<file path="config.mk">
export PLATFORM = sky130hd
export DESIGN_NAME = regfile_wb_arbiter
export DESIGN_NICKNAME = d
export VERILOG_FILES = /design/src/rtl/regfile_wb_arbiter.sv
export SDC_FILE = /design/constraint.sdc
export NUM_CORES = 1
export LEC_CHECK = 0
export BUFFER_PORTS_ARGS = -buffer_cell sky130_fd_sc_hd__buf_2
export CELL_PAD_IN_SITES_DETAIL_PLACEMENT = 1
export CELL_PAD_IN_SITES_GLOBAL_PLACEMENT = 1
export CORE_MARGIN = 4
export CORE_UTILIZATION = 49
export DETAILED_ROUTE_END_ITERATION = 8
export PLACE_DENSITY = 0.85
export REMOVE_ABC_BUFFERS = 1
export SLEW_MARGIN = 30
export SYNTH_ARGS = -nofsm -noshare
export SYNTH_HDL_FRONTEND = slang
export SYNTH_SLANG_ARGS = --single-unit
</file>
<file path="constraint.sdc">
create_clock -name clk -period 3.1 [get_ports clk]
set_clock_uncertainty 0.1 [all_clocks]
set_input_delay 0.155 -clock clk [delete_from_list [all_inputs] [get_ports clk]]
set_output_delay 0.155 -clock clk [all_outputs]
set_load 0.005 [all_outputs]
</file>
<file path="src/rtl/regfile_wb_arbiter.sv">
// regfile_wb_arbiter: shares the register-file write port between two
// writeback sources (A = EX/ALU results, B = MEM/load results).
// Each source is buffered in a DEPTH-entry FIFO and the FIFO heads are
// drained round-robin, one register write per cycle.
// Optional feature macro: WB_BYPASS_EN. When defined, an empty FIFO offers
// its incoming (valid, nonzero-address) write as a same-cycle candidate.
module regfile_wb_arbiter #(
  parameter int DEPTH = 2
) (
  input  logic        clk,
  input  logic        rst_n,
  input  logic        rdy,
  input  logic        a_valid,
  input  logic [4:0]  a_addr,
  input  logic [31:0] a_data,
  output logic        a_ready,
  input  logic        b_valid,
  input  logic [4:0]  b_addr,
  input  logic [31:0] b_data,
  output logic        b_ready,
  output logic        we,
  output logic [4:0]  waddr,
  output logic [31:0] wdata,
  input  logic [4:0]  q1_addr,
  output logic        q1_pend,
  input  logic [4:0]  q2_addr,
  output logic        q2_pend,
  output logic        idle
);

  localparam int PW = (DEPTH > 1) ? $clog2(DEPTH) : 1;
  localparam int CW = PW + 1;
  localparam logic [CW-1:0] FULL_COUNT = CW'(DEPTH);

  typedef enum logic {SRC_A = 1'b0, SRC_B = 1'b1} src_t;

  // Index 0 is source A, index 1 is source B throughout.
  src_t          rr_last;
  logic [1:0]    in_valid;
  logic [4:0]    in_addr  [2];
  logic [31:0]   in_data  [2];
  logic [4:0]    mem_addr [2][DEPTH];
  logic [31:0]   mem_data [2][DEPTH];
  logic [PW-1:0] wptr     [2];
  logic [PW-1:0] rptr     [2];
  logic [CW-1:0] count    [2];
  logic [1:0]    empty;
  logic [1:0]    ready;
  logic [1:0]    cand;
  logic [1:0]    grant;
  logic [1:0]    push;
  logic [1:0]    pop;

  assign in_valid   = {b_valid, a_valid};
  assign in_addr[0] = a_addr;
  assign in_addr[1] = b_addr;
  assign in_data[0] = a_data;
  assign in_data[1] = b_data;

  assign a_ready = ready[0];
  assign b_ready = ready[1];
  assign idle    = empty[0] & empty[1];

  // Per-source ready and arbitration candidates; everything is held off while paused or in reset
  always_comb begin
    empty = '0;
    ready = '0;
    cand  = '0;
    for (int s = 0; s < 2; s++) begin
      empty[s] = (count[s] == '0);
      ready[s] = rst_n & rdy & (count[s] < FULL_COUNT);
`ifdef WB_BYPASS_EN
      cand[s]  = rst_n & rdy & (!empty[s] | (in_valid[s] & (in_addr[s] != 5'd0)));
`else
      cand[s]  = rst_n & rdy & !empty[s];
`endif
    end
  end

  // Round-robin grant: on a tie the source that did not win last time goes
  always_comb begin
    grant = '0;
    if (cand[0] && (!cand[1] || rr_last == SRC_B)) begin
      grant[0] = 1'b1;
    end else if (cand[1]) begin
      grant[1] = 1'b1;
    end
  end

  // Write port driven straight from the granted FIFO head (or the bypassed input when the FIFO is empty)
  always_comb begin
    we    = 1'b0;
    waddr = '0;
    wdata = '0;
    for (int s = 0; s < 2; s++) begin
      if (grant[s]) begin
        we = 1'b1;
        if (empty[s]) begin
          waddr = in_addr[s];
          wdata = in_data[s];
        end else begin
          waddr = mem_addr[s][rptr[s]];
          wdata = mem_data[s][rptr[s]];
        end
      end
    end
  end

  // FIFO push/pop decisions; x0 writes and written-through bypass entries are never stored
  always_comb begin
    push = '0;
    pop  = '0;
    for (int s = 0; s < 2; s++) begin
      pop[s]  = grant[s] & !empty[s];
      push[s] = in_valid[s] & ready[s] & (in_addr[s] != 5'd0) & !(grant[s] & empty[s]);
    end
  end

  // Pending-write lookup; a stored address of zero marks a free slot, so only live entries can match
  always_comb begin
    q1_pend = 1'b0;
    q2_pend = 1'b0;
    for (int s = 0; s < 2; s++) begin
      for (int e = 0; e < DEPTH; e++) begin
        if (q1_addr != 5'd0 && mem_addr[s][e] == q1_addr) q1_pend = 1'b1;
        if (q2_addr != 5'd0 && mem_addr[s][e] == q2_addr) q2_pend = 1'b1;
      end
    end
  end

  // FIFO storage, pointers, occupancy and round-robin history
  always_ff @(posedge clk or negedge rst_n) begin
    if (!rst_n) begin
      rr_last <= SRC_B;
      for (int s = 0; s < 2; s++) begin
        wptr[s]  <= '0;
        rptr[s]  <= '0;
        count[s] <= '0;
        for (int e = 0; e < DEPTH; e++) begin
          mem_addr[s][e] <= '0;
          mem_data[s][e] <= '0;
        end
      end
    end else begin
      for (int s = 0; s < 2; s++) begin
        if (pop[s]) begin
          mem_addr[s][rptr[s]] <= '0;
          rptr[s]              <= rptr[s] + PW'(1);
        end
        if (push[s]) begin
          mem_addr[s][wptr[s]] <= in_addr[s];
          mem_data[s][wptr[s]] <= in_data[s];
          wptr[s]              <= wptr[s] + PW'(1);
        end
        if (push[s] && !pop[s]) begin
          count[s] <= count[s] + CW'(1);
        end else if (pop[s] && !push[s]) begin
          count[s] <= count[s] - CW'(1);
        end
      end
      if (grant[0]) begin
        rr_last <= SRC_A;
      end else if (grant[1]) begin
        rr_last <= SRC_B;
      end
    end
  end

endmodule

</file>
## Yosys cells after proc, flatten, opt, wreduce, memory -nomap -nowiden

Index checks and enable logic that the tools add are counted.

- Bits of input ports: 89
- Logic and storage cells: 160
- Register bits: 157

- Eq/ne operators: 8
- Bitwise gates (word level): 24
- Reduce and logical (&&, ||, !) cells: 36
- Order comparisons: 10
- Muxes and demuxes: 59
- $add $sub $neg: 8

Operator list:

| cell | count |
|---|---|
| two-way mux 32 bit | 12 |
| bitwise mux 64 bit | 2 |
| two-way mux 5 bit | 14 |
| demux 32 bit (select 1 bit) | 2 |
| equality test 5 bit | 8 |
| two-way mux 10 bit | 4 |
| AND 10 bit | 2 |
| bitwise mux 10 bit | 2 |
| demux 5 bit (select 1 bit) | 4 |
| NOT 10 bit | 2 |
| nonzero test 5 bit | 4 |
| logical AND 1 bit | 17 |
| AND 1 bit | 16 |
| two-way mux 1 bit | 15 |
| logical NOT 1 bit | 9 |
| >= comparator 2 bit, second input constant | 4 |
| < comparator 2 x 1 -> 1 bit, second input constant | 4 |
| two-way mux 2 bit | 4 |
| NOT 1 -> 2 bit | 4 |
| nonzero test 2 bit | 3 |
| adder 1 bit, second input constant | 4 |
| adder 2 x 1 -> 2 bit, second input constant | 2 |
| logical NOT 2 bit | 2 |
| < comparator 2 bit, second input constant | 2 |
| other kinds (2) | 3 |

## Logic depth before layout (Yosys ltp)

Gate-level depths: netlist of the first run.

- Depth after elaboration: 14
- Depth in mapped cells: 8
- Depth with buffers taken out: 6

## Worst setup path before layout of the first run

OpenSTA, ideal clock, no wires.

- Path kind: flip-flop to flip-flop
- Start: register count[3] in the netlist's numbering
- End: register count[1] in the netlist's numbering
- Data required time: 2.921 ns
- Stages on the path, launching flop included: 8
- Data arrival time: 1.771 ns
- Period minus slack after synthesis: 1.950 ns
- Setup time: 0.079 ns
- Slack: 1.150 ns
- Cell sequence: dfrtp_1 -> or2_1 -> a211o_2 -> buf_2 -> ha_1 -> xor2_1 -> nor2_1 -> xor2_1

- Cells in the longest elaborated chain, start to end: 11
- Elaborated cells on any way between the ends: 15
- Those cells by class: 2 x mux; 4 x bitwise; 9 x reduce/logical

RTL lines:

| what | RTL line | source |
|---|---|---|
| start, declared | 46 | `logic [CW-1:0] count [2];` |
| start signal, assigned by index | 156 | `count[s] <= count[s] + CW'(1);` |
| start signal, assigned by index | 158 | `count[s] <= count[s] - CW'(1);` |
| logical NOT 2 bit (*) | 70 | `empty[s] = (count[s] == '0);` |
| logical NOT 1 bit (*) | 75 | `cand[s] = rst_n & rdy & !empty[s];` |
| AND 1 bit (*) | 75 |  |
| logical AND 1 bit (*) | 83 | `if (cand[0] && (!cand[1] \|\| rr_last == SRC_B)) begin` |
| two-way mux 1 bit (*) | 83 |  |
| AND 1 bit | 115 | `push[s] = in_valid[s] & ready[s] & (in_addr[s] != 5'd0) & !(grant[s] & empty[s]);` |
| logical NOT 1 bit | 115 |  |
| AND 1 bit | 115 |  |
| logical NOT 1 bit | 157 | `end else if (pop[s] && !push[s]) begin` |
| logical AND 1 bit | 157 |  |
| nonzero test 2 bit (no line) | - |  |

Mark *: on every way between the ends. The rest lies on a longest branch, timed or not.
A chain may end at the register's enable or synchronous reset.

## Worst setup path after layout of the first run

- Start: register rptr[0] in the netlist's numbering
- End: output wdata[7]

- Cells in the longest elaborated chain, start to end: 6

RTL lines:

| what | RTL line | source |
|---|---|---|
| start, declared | 45 | `logic [PW-1:0] rptr [2];` |
| start signal, assigned by index | 148 | `rptr[s] <= rptr[s] + PW'(1);` |
| NOT 1 -> 2 bit (not written as such) | 103 | `wdata = mem_data[s][rptr[s]];` |
| two-way mux 32 bit (not written as such) (3 in a row) | 103 |  |
| two-way mux 32 bit | 98 | `if (empty[s]) begin` |
| two-way mux 32 bit | 96 | `if (grant[s]) begin` |
| end, declared | 23 | `output logic [31:0] wdata,` |

Every way passes these cells. The select of a mux whose other input is x is not followed.

==> flow_summary_export.csv, run 1 <==
group,metric,value,unit
clock_network,cts_tree,"built",
run_status,outcome,"finished clean",
power,leakage,4.59,nW
logic_synthesis,synth_area,7940,um2
logic_synthesis,synth_top_area_share,49.2,%
logic_synthesis,synthFlopType,"dfrtp_1",
detailed_routing,remaining_drc_errors,0,
detailed_routing,drtIter0Drc,321,
cells_and_area,num_antenna_cells,0,
cells_and_area,design_area,10100,um2
detailed_routing,routedWlPerCell,23.8,um
logic_synthesis,synthAdderAreaFrac,0.315,%
logic_synthesis,synthMuxAreaShare,24.3,%
logic_synthesis,yosys_warnings,0,
critical_path,path_class,"flop to output port",
clock_network,cts_root_buf,"clkbuf_16",
logic_synthesis,yosys.area_share.simple,5.06,%
global_routing,grt_pass1_wl,39.1,mm
cells_and_area,drive_gt1_share,36.4,%
clock_network,clk_pin_slew,0.06,ns
detailed_routing,num_vias,5917,
logic_synthesis,synthCells,614,
critical_path,crit_required,2.84,ns
global_routing,overflow,0,
logic_synthesis,yosysTopAreaCell,"dfrtp_1",
clock_network,post-cts-setup-buffer-count,0,
timing,layout_min_cycle_time,2.94,ns
floorplan,fp.dieH,135,um
logic_synthesis,synthDistinctLibCells,40,
clock_network,numCtsBuffers,17,
logic_synthesis,async_reset_ff_share,100,%
clock_network,clockBufferDepth,2,
placed_design,placedInstanceArea,8710,um2
clock_network,worst_skew_pair.late_latency,0.41,ns
hold_path,hp-class,"input pin to async pin",
clock_network,htreeDepth,4,
logic_synthesis,synth_edf_count,0,
logic_synthesis,synth_xor_area_share,5.52,%
logic_synthesis,synth_seq_cells,157,
critical_path,cp_max_fo,19,
floorplan,initial_core_util,50.0,%
timing,period_share,94.8,%
logic_synthesis,synth_compound_area_share,10.8,%
power,power_density,901,nW/um2
placed_design,place.port_buffers,131,
timing,relSlewSlack,40.2,%
clock_network,cts.hold.buffers_added,75,
global_routing,grt_antenna_before_repair,0,
timing,setup_tns,0,ns
logic_synthesis,synth_top_family_by_area,"multiplexers",
logic_synthesis,synthTopCellsByArea,"dfrtp_1, mux2_2, mux2_4",
placed_design,routabilityCongestion,0.863,
detailed_routing,firstDrtPassIters,4,
critical_path,critPathArrivalTime,2.68,ns
cells_and_area,fin_nets,896,
logic_synthesis,ys_seq_area_share,49.5,%
floorplan,die_w,135,um
floorplan,dieArea,18300,um2
timing,setup_viol,0,
cells_and_area,syn_to_final_growth,26.7,%
global_routing,grt.total_usage,27.8,%
timing,fmax,340,MHz
detailed_routing,drt_wl_total,24.6,mm
timing,finalHoldViolCount,0,
detailed_routing,antenna_left,0,
critical_path,ff2ff_path_depth,7,
placed_design,hpwl,14.9,mm
timing,slew_violations,0,
timing,tightest_slew,0.874,ns
power,irDropWorstVdd,0.439,mV
critical_path,start_kind,"flop",
power,power,9.07,mW
logic_synthesis,avgSynthCellArea,12.9,um2
critical_path,end_kind,"output port",
floorplan,placementRows,46,
floorplan,ioPinCount,132,
clock_network,numClockSinks,157,
timing,rsz0062_at_grt,"false",
floorplan,core-area,15900,um2
global_routing,grt_pass1_vias,6882,
job,drv_cap,0,
clock_network,cts.repair.resized,0,
global_routing,grt_max_degree,85,
detailed_routing,drt-vias-per-instance,5.72,
cell type report:
type / count / area, um2
clock buffer: 20 / 457
timing repair buffer: 221 / 1550
sequential: 157 / 3930
clock inverter: 12 / 138
multi-input combinational: 394 / 3660
fill: 1607 / 5830
tap: 216 / 270
inverter: 14 / 52.6
placed cells by master, fill, tap and decap left out, types with 17 or more instances in the layout:
master,netlist,routed
dfrtp_1,156,155
buf_2,13,130
mux2_2,75,75
dlygate4sd3_1,0,75
xnor2_1,46,46
mux2i_1,37,37
a221o_1,37,37
mux2_4,31,31
nand2_1,26,26
nor2_1,26,25
o21ai_0,24,24
mux2_1,22,22
clkbuf_16,0,17
final timing paths:
path	start	to	slack, ns
worst min-delay path	rst_n	mem_addr[17]	0.05
worst max register to register	count[3]	count[1]	0.71
min in group clk	b_valid	wptr[0]	0.17
max in group asynchronous	rst_n	rptr[0]	1.82
worst min register to register	mem_data[3]	mem_data[3]	0.39
worst max-delay path	rptr[0]	wdata[7]	0.16
sequential cells by signal, summed over array words and instances, names as in the netlist:
name      count
rr_last       1
count         4
mem_data    128
wptr          2
mem_addr     20
rptr          2
metrics by stage:
stage	worst slack [ns]	instances	hold slack, ns	utilization, %
5_1_grt	0.0715	1034	0.0507	63.3
3_5_place_dp	0.709	927	-0.0907	54.8
2_1_floorplan	0.444	565	-0.241	-
3_3_place_gp	0.813	927	-0.0974	54.8
6_report	0.160	1034	0.0491	63.3
4_1_cts	0.251	1034	0.0247	63.3
critical path, stage by stage (launching register included):
cell and delay [ns]:
dfrtp_2 0.68, buf_4 0.35, mux2i_1 0.13, a2111oi_0 0.77, a221o_1 0.21, buf_2 0.12
cells in the mapped netlist (2+ instances only):
library cell,instances
o22a_1,2
nor4_4,2
ha_1,2
buf_6,13
mux2_1,22
a211oi_4,3
xnor2_1,46
mux2i_1,37
mux2_4,31
inv_1,14
a21oi_1,2
nand2_1,26
o22ai_1,4
clkbuf_1,17
a2111oi_0,17
o31ai_1,5
nor2_1,26
xor2_1,4
buf_2,13
nand3_1,14
mux2_2,75
o21ai_0,24
dfrtp_1,156
nor3_1,2
buf_1,3
or4_1,2
buf_4,3
a221o_1,37
metal layers:
layer / GRT usage, % / vias to the layer above / part of all wire [%]
met4: 9.52 / 0 / 2.6
met1: 34.5 / 3067 / 40
met3: 4.75 / 53 / 4.5
met2: 49.1 / 185 / 52
li1: - / 2612 / -
met5: 0 / - / 0
report_power, final:
group / total, mW / internal [mW] / switching, mW
clock network: 2.10 / 1.23 / 0.871
registers: 3.92 / 3.04 / 0.881
logic: 3.04 / 1.68 / 1.36
total: 9.07 / 5.96 / 3.11
logic make-up after synthesis:
family | after synthesis
fa+ha+maj | 2
xor+xnor | 50
simple gates | 78
mux | 165
compound gates | 99
buf+inv | 63
flops | 157
No activity file was read; power rests on OpenSTA's default activity.
==> inputs of run 2 (changes only) <==
Settings changed: CAP_MARGIN set to 0.
Clock period 3.1 ns to 3.7 ns, I/O delays scaled along.
==> flow_summary_export.csv, run 2 (synthesis gave the netlist of run 1 again) <==
group,metric,value,unit
placed_design,dp.cells,925,
timing,period_share,93.7,%
detailed_routing,drt_wl_total,25.3,mm
timing,setup_tns,0,ns
timing,fmax,289,MHz
critical_path,crit_buf_inv,2,
critical_path,cp_max_fo,22,
detailed_routing,remaining_drc_errors,0,
placed_design,place.port_buffers,131,
critical_path,crit_chain,"or2_1 > o211ai_4 > nor2_4 > buf_4 > a221o_1 > buf_2",
critical_path,end_kind,"output port",
clock_network,htreeDepth,4,
timing,slew_violations,0,
critical_path,path_class,"flop to output port",
power,leakage,4.59,nW
global_routing,grt_antenna_before_repair,1,
detailed_routing,firstDrtPassIters,5,
timing,relSlewSlack,40.3,%
cells_and_area,largest_register_ffs,128,
critical_path,critPathArrivalTime,3.18,ns
floorplan,fp.dieH,135,um
cells_and_area,layout_commonest_cell,"dfrtp_1",
floorplan,initial_core_util,50.0,%
global_routing,overflow,0,
detailed_routing,antenna_left,0,
detailed_routing,drt-vias-per-instance,5.86,
floorplan,ioPinCount,132,
clock_network,numCtsBuffers,17,
critical_path,crit_required,3.41,ns
global_routing,grt_pass1_vias,6916,
power,power_density,764,nW/um2
critical_path,rrSetupSlack,0.79,ns
cells_and_area,syn_to_final_growth,26.2,%
clock_network,cts.repair.resized,0,
global_routing,grt_max_degree,60,
clock_network,cts_root_buf,"clkbuf_16",
hold_path,hp-class,"input pin to async pin",
placed_design,dp_slack,0.935,ns
cells_and_area,regMostFlops,"mem_data",
timing,rsz0062_at_grt,"false",
floorplan,dieArea,18300,um2
floorplan,placementRows,46,
critical_path,cp_slowest_stage_delay,0.72,ns
power,irDropWorstVdd,0.444,mV
cells_and_area,top_regs,"mem_data x128, mem_addr x20, count x4",
global_routing,grt_pass1_wl,39.8,mm
cells_and_area,fill_cells,1596,
cells_and_area,final_cell_mix,"dfrtp_1, buf_2, mux2_2, dlygate4sd3_1, xnor2_1",
clock_network,numClockSinks,157,
clock_network,cts_tree,"built",
critical_path,crit_slowest_cell,"or2_1",
global_routing,grt.total_usage,28.5,%
placed_design,hpwl,15.0,mm
detailed_routing,routedWlPerCell,24.5,um
critical_path,start_kind,"flop",
cells_and_area,fin_nets,894,
cells_and_area,instances_no_fill,1031,
clock_network,clk_pin_slew,0.06,ns
detailed_routing,drtIter0Drc,492,
floorplan,core-area,15900,um2
clock_network,worst_skew_pair.late_latency,0.43,ns
run_status,outcome,"finished clean",
detailed_routing,num_vias,6045,
clock_network,clockBufferDepth,2,
job,drv_cap,0,
placed_design,routabilityCongestion,0.853,
cells_and_area,drive_gt1_share,36.1,%
timing,finalHoldViolCount,0,
timing,layout_min_cycle_time,3.47,ns
timing,worst_slack,0.234,ns
floorplan,die_w,135,um
cells_and_area,num_antenna_cells,0,
critical_path,critPathTopFamily,"simple AND/OR/NAND/NOR gates",
timing,setup_viol,0,
timing,tightest_slew,0.895,ns
run 2: routing by layer:
metal | part of all wire [%] | track usage, %
met4 | 3.6 | 12.2
met3 | 5.0 | 5.50
met5 | 0.028 | 0
met2 | 53 | 50.2
met1 | 39 | 34.0
run 2: power by group:
part | switching [mW] | internal, mW | leakage, nW
logic | 1.13 | 1.39 | 2.38
registers | 0.783 | 2.55 | 1.92
clock network | 0.709 | 1.09 | 0.293
total | 2.62 | 5.03 | 4.59
run 2: path summary, 6_finish.rpt:
check	startpoint	endpoint	depth (start not counted)
worst min register to register	mem_data[55]	mem_data[55]	1
worst max-delay path	count[3]	wdata[23]	6
min in group clk	b_valid	wptr[0]	4
worst max register to register	count[3]	mem_addr[18]	6
worst min-delay path	rst_n	mem_data[105]	2
max in group asynchronous	rst_n	rptr[0]	3
run 2: final cells by class:
type,instances,area [um2],share of cell area [%]
clock inverters,10,139,1.39
multi-input cells,394,3650,36.5
repair buffers,219,1510,15.1
inverters,14,52.6,0.525
clock buffers,21,460,4.60
well taps,216,270,2.70
flip-flops and latches,157,3930,39.2
run 2: through the flow:
step / power, mW / hold WS (ns) / utilization, % / area, um2
floorplan: 4.73 / -0.211 / - / 7630
global placement: 5.38 / 0.0229 / 54.6 / 8670
detailed placement: 5.63 / 0.0407 / 54.6 / 8670
CTS: 7.53 / 0.151 / 63.1 / 10000
global route: 8.03 / 0.169 / 63.1 / 10000
finish: 7.65 / 0.139 / 63.1 / 10000
run 2: what timing repair did:
item	in CTS	in global routing
hold buffers	75	0
buffers inserted	0	0
endpoints found under the hold margin	186	0
==> inputs of run 3 (changes only) <==
Settings changed: BUFFER_PORTS_ARGS -buffer_cell sky130_fd_sc_hd__buf_2 to not set, CORE_UTILIZATION 49 to 50, CTS_BUF_LIST set to sky130_fd_sc_hd__clkbuf_2, DONT_BUFFER_PORTS set to 1, PLACE_DENSITY 0.85 to 0.86.
==> flow_summary_export.csv, run 3 (synthesis gave the netlist of run 1 again) <==
group,metric,value,unit
floorplan,die_w,134,um
power,power_density,730,nW/um2
timing,layout_min_cycle_time,3.49,ns
detailed_routing,num_vias,6035,
power,irDropWorstVdd,0.407,mV
clock_network,worst_skew_pair.late_latency,0.76,ns
cells_and_area,drive_gt1_share,21.4,%
cells_and_area,final_cell_mix,"dlygate4sd3_1, dfrtp_1, mux2_2",
critical_path,start_kind,"input pin",
detailed_routing,drtIter0Drc,404,
cells_and_area,regMostFlops,"mem_data",
clock_network,clk_pin_slew,0.22,ns
clock_network,clockBufferDepth,2,
placed_design,routabilityCongestion,0.852,
placed_design,hpwl,13.5,mm
timing,setup_tns,0,ns
global_routing,grt_max_degree,135,
critical_path,end_kind,"output port",
floorplan,fp.dieH,134,um
detailed_routing,drt_wl_total,28.1,mm
clock_network,cts_root_buf,"clkbuf_2",
floorplan,placementRows,45,
run_status,outcome,"finished clean",
clock_network,numClockSinks,157,
global_routing,grt_pass1_wl,39.8,mm
detailed_routing,drt-vias-per-instance,6.10,
placed_design,place.port_buffers,0,
floorplan,dieArea,18000,um2
cells_and_area,layout_commonest_cell,"dlygate4sd3_1",
global_routing,grt_pass1_vias,6672,
timing,tightest_slew,0.960,ns
power,power,7.32,mW
clock_network,cts_tree,"built",
detailed_routing,antenna_left,0,
clock_network,numCtsBuffers,17,
floorplan,ioPinCount,132,
timing,period_share,94.3,%
timing,fmax,287,MHz
job,drv_cap,0,
detailed_routing,remaining_drc_errors,0,
timing,rsz0062_at_grt,"false",
cells_and_area,instances_no_fill,989,
critical_path,crit_required,3.41,ns
critical_path,rrSetupSlack,0.56,ns
critical_path,critPathArrivalTime,3.20,ns
detailed_routing,routedWlPerCell,28.4,um
detailed_routing,firstDrtPassIters,4,
cells_and_area,top_regs,"mem_data x128, mem_addr x20, count x4",
global_routing,overflow,0,
floorplan,initial_core_util,51.6,%
power,leakage,4.32,nW
cells_and_area,syn_to_final_growth,26.3,%
cells_and_area,fin_nets,856,
timing,setup_viol,0,
timing,finalHoldViolCount,0,
global_routing,grt.total_usage,29.1,%
timing,slew_violations,0,
cells_and_area,largest_register_ffs,128,
critical_path,cp_max_fo,22,
clock_network,htreeDepth,4,
critical_path,path_class,"input pin to output port",
timing,holdWs,0.0308,ns
global_routing,grt_antenna_before_repair,2,
floorplan,core-area,15400,um2
timing,relSlewSlack,34.4,%
hold_path,hp-class,"input pin to flop",
placed_design,dp.cells,787,
==> run 3: cell count changes in the layout (fill, tap and decap cells not counted), sizes merged <==
cell and change:
bufinv +1, inv +1, diode +2, dlygate4sd3 +90, clkbuf -2, buf -128
clkinvlp -1
==> run 3: what timing repair did <==
item,4_1_cts,5_1_grt
gates resized for setup,0,1
setup endpoints to repair,0,37
setup buffers,0,0
hold buffers,143,26
endpoints found under the hold margin,312,127
==> run 3: cell type report <==
type / count / area, um2
fill: 1427 / 5340
sequential: 157 / 3930
multi-input combinational: 394 / 3650
timing repair buffer: 181 / 1860
tap: 211 / 264
clock inverter: 11 / 168
clock buffer: 19 / 95.1
inverter: 14 / 52.6
antenna: 2 / 5.00
==> run 3: worst paths after layout <==
check	end	cells after the start	from
setup / recovery	wdata[25]	8	rst_n
setup reg to reg	mem_addr[16]	7	count[3]
hold / removal	mem_data[114]	2	a_data[18]
hold reg to reg	mem_data[59]	1	mem_data[59]
min in group asynchronous	rr_last	3	rst_n
max in group asynchronous	mem_data[98]	5	rst_n
==> run 3: metrics by stage <==
step	cell area, um2	worst slack (ns)	util, %
after detailed placement	8000	0.961	52.0
final	10000	0.213	65.2
after floorplan	7630	1.01	-
after global placement	8000	1.09	52.0
after global routing	10000	0.101	65.2
after CTS	9720	0.0923	63.2
==> run 3: report_power, final <==
| part | leakage [nW] | switching, mW | internal [mW] | total, mW |
|---|---|---|---|---|
| sequential | 1.92 | 0.797 | 2.53 | 3.33 |
| combinational | 2.23 | 1.30 | 1.59 | 2.89 |
| clock | 0.160 | 0.652 | 0.444 | 1.10 |
| total | 4.32 | 2.75 | 4.57 | 7.32 |
==> run 3: worst max-delay path, stage by stage <==
cell           delay, ns
dlygate4sd3_1       0.52
dlygate4sd3_1       0.63
buf_16              0.16
and2_1              0.24
o211ai_4            0.15
nor2_4              0.59
buf_4               0.44
a221o_1             0.28
==> run 3: per-layer routing <==
layer	track usage (%)	wire length, um	vias to the layer above
met1	33.6	10600	3128
met5	0	0	-
met4	12.9	1250	0
li1	-	-	2539
met2	52.8	14900	274
met3	5.33	1350	94
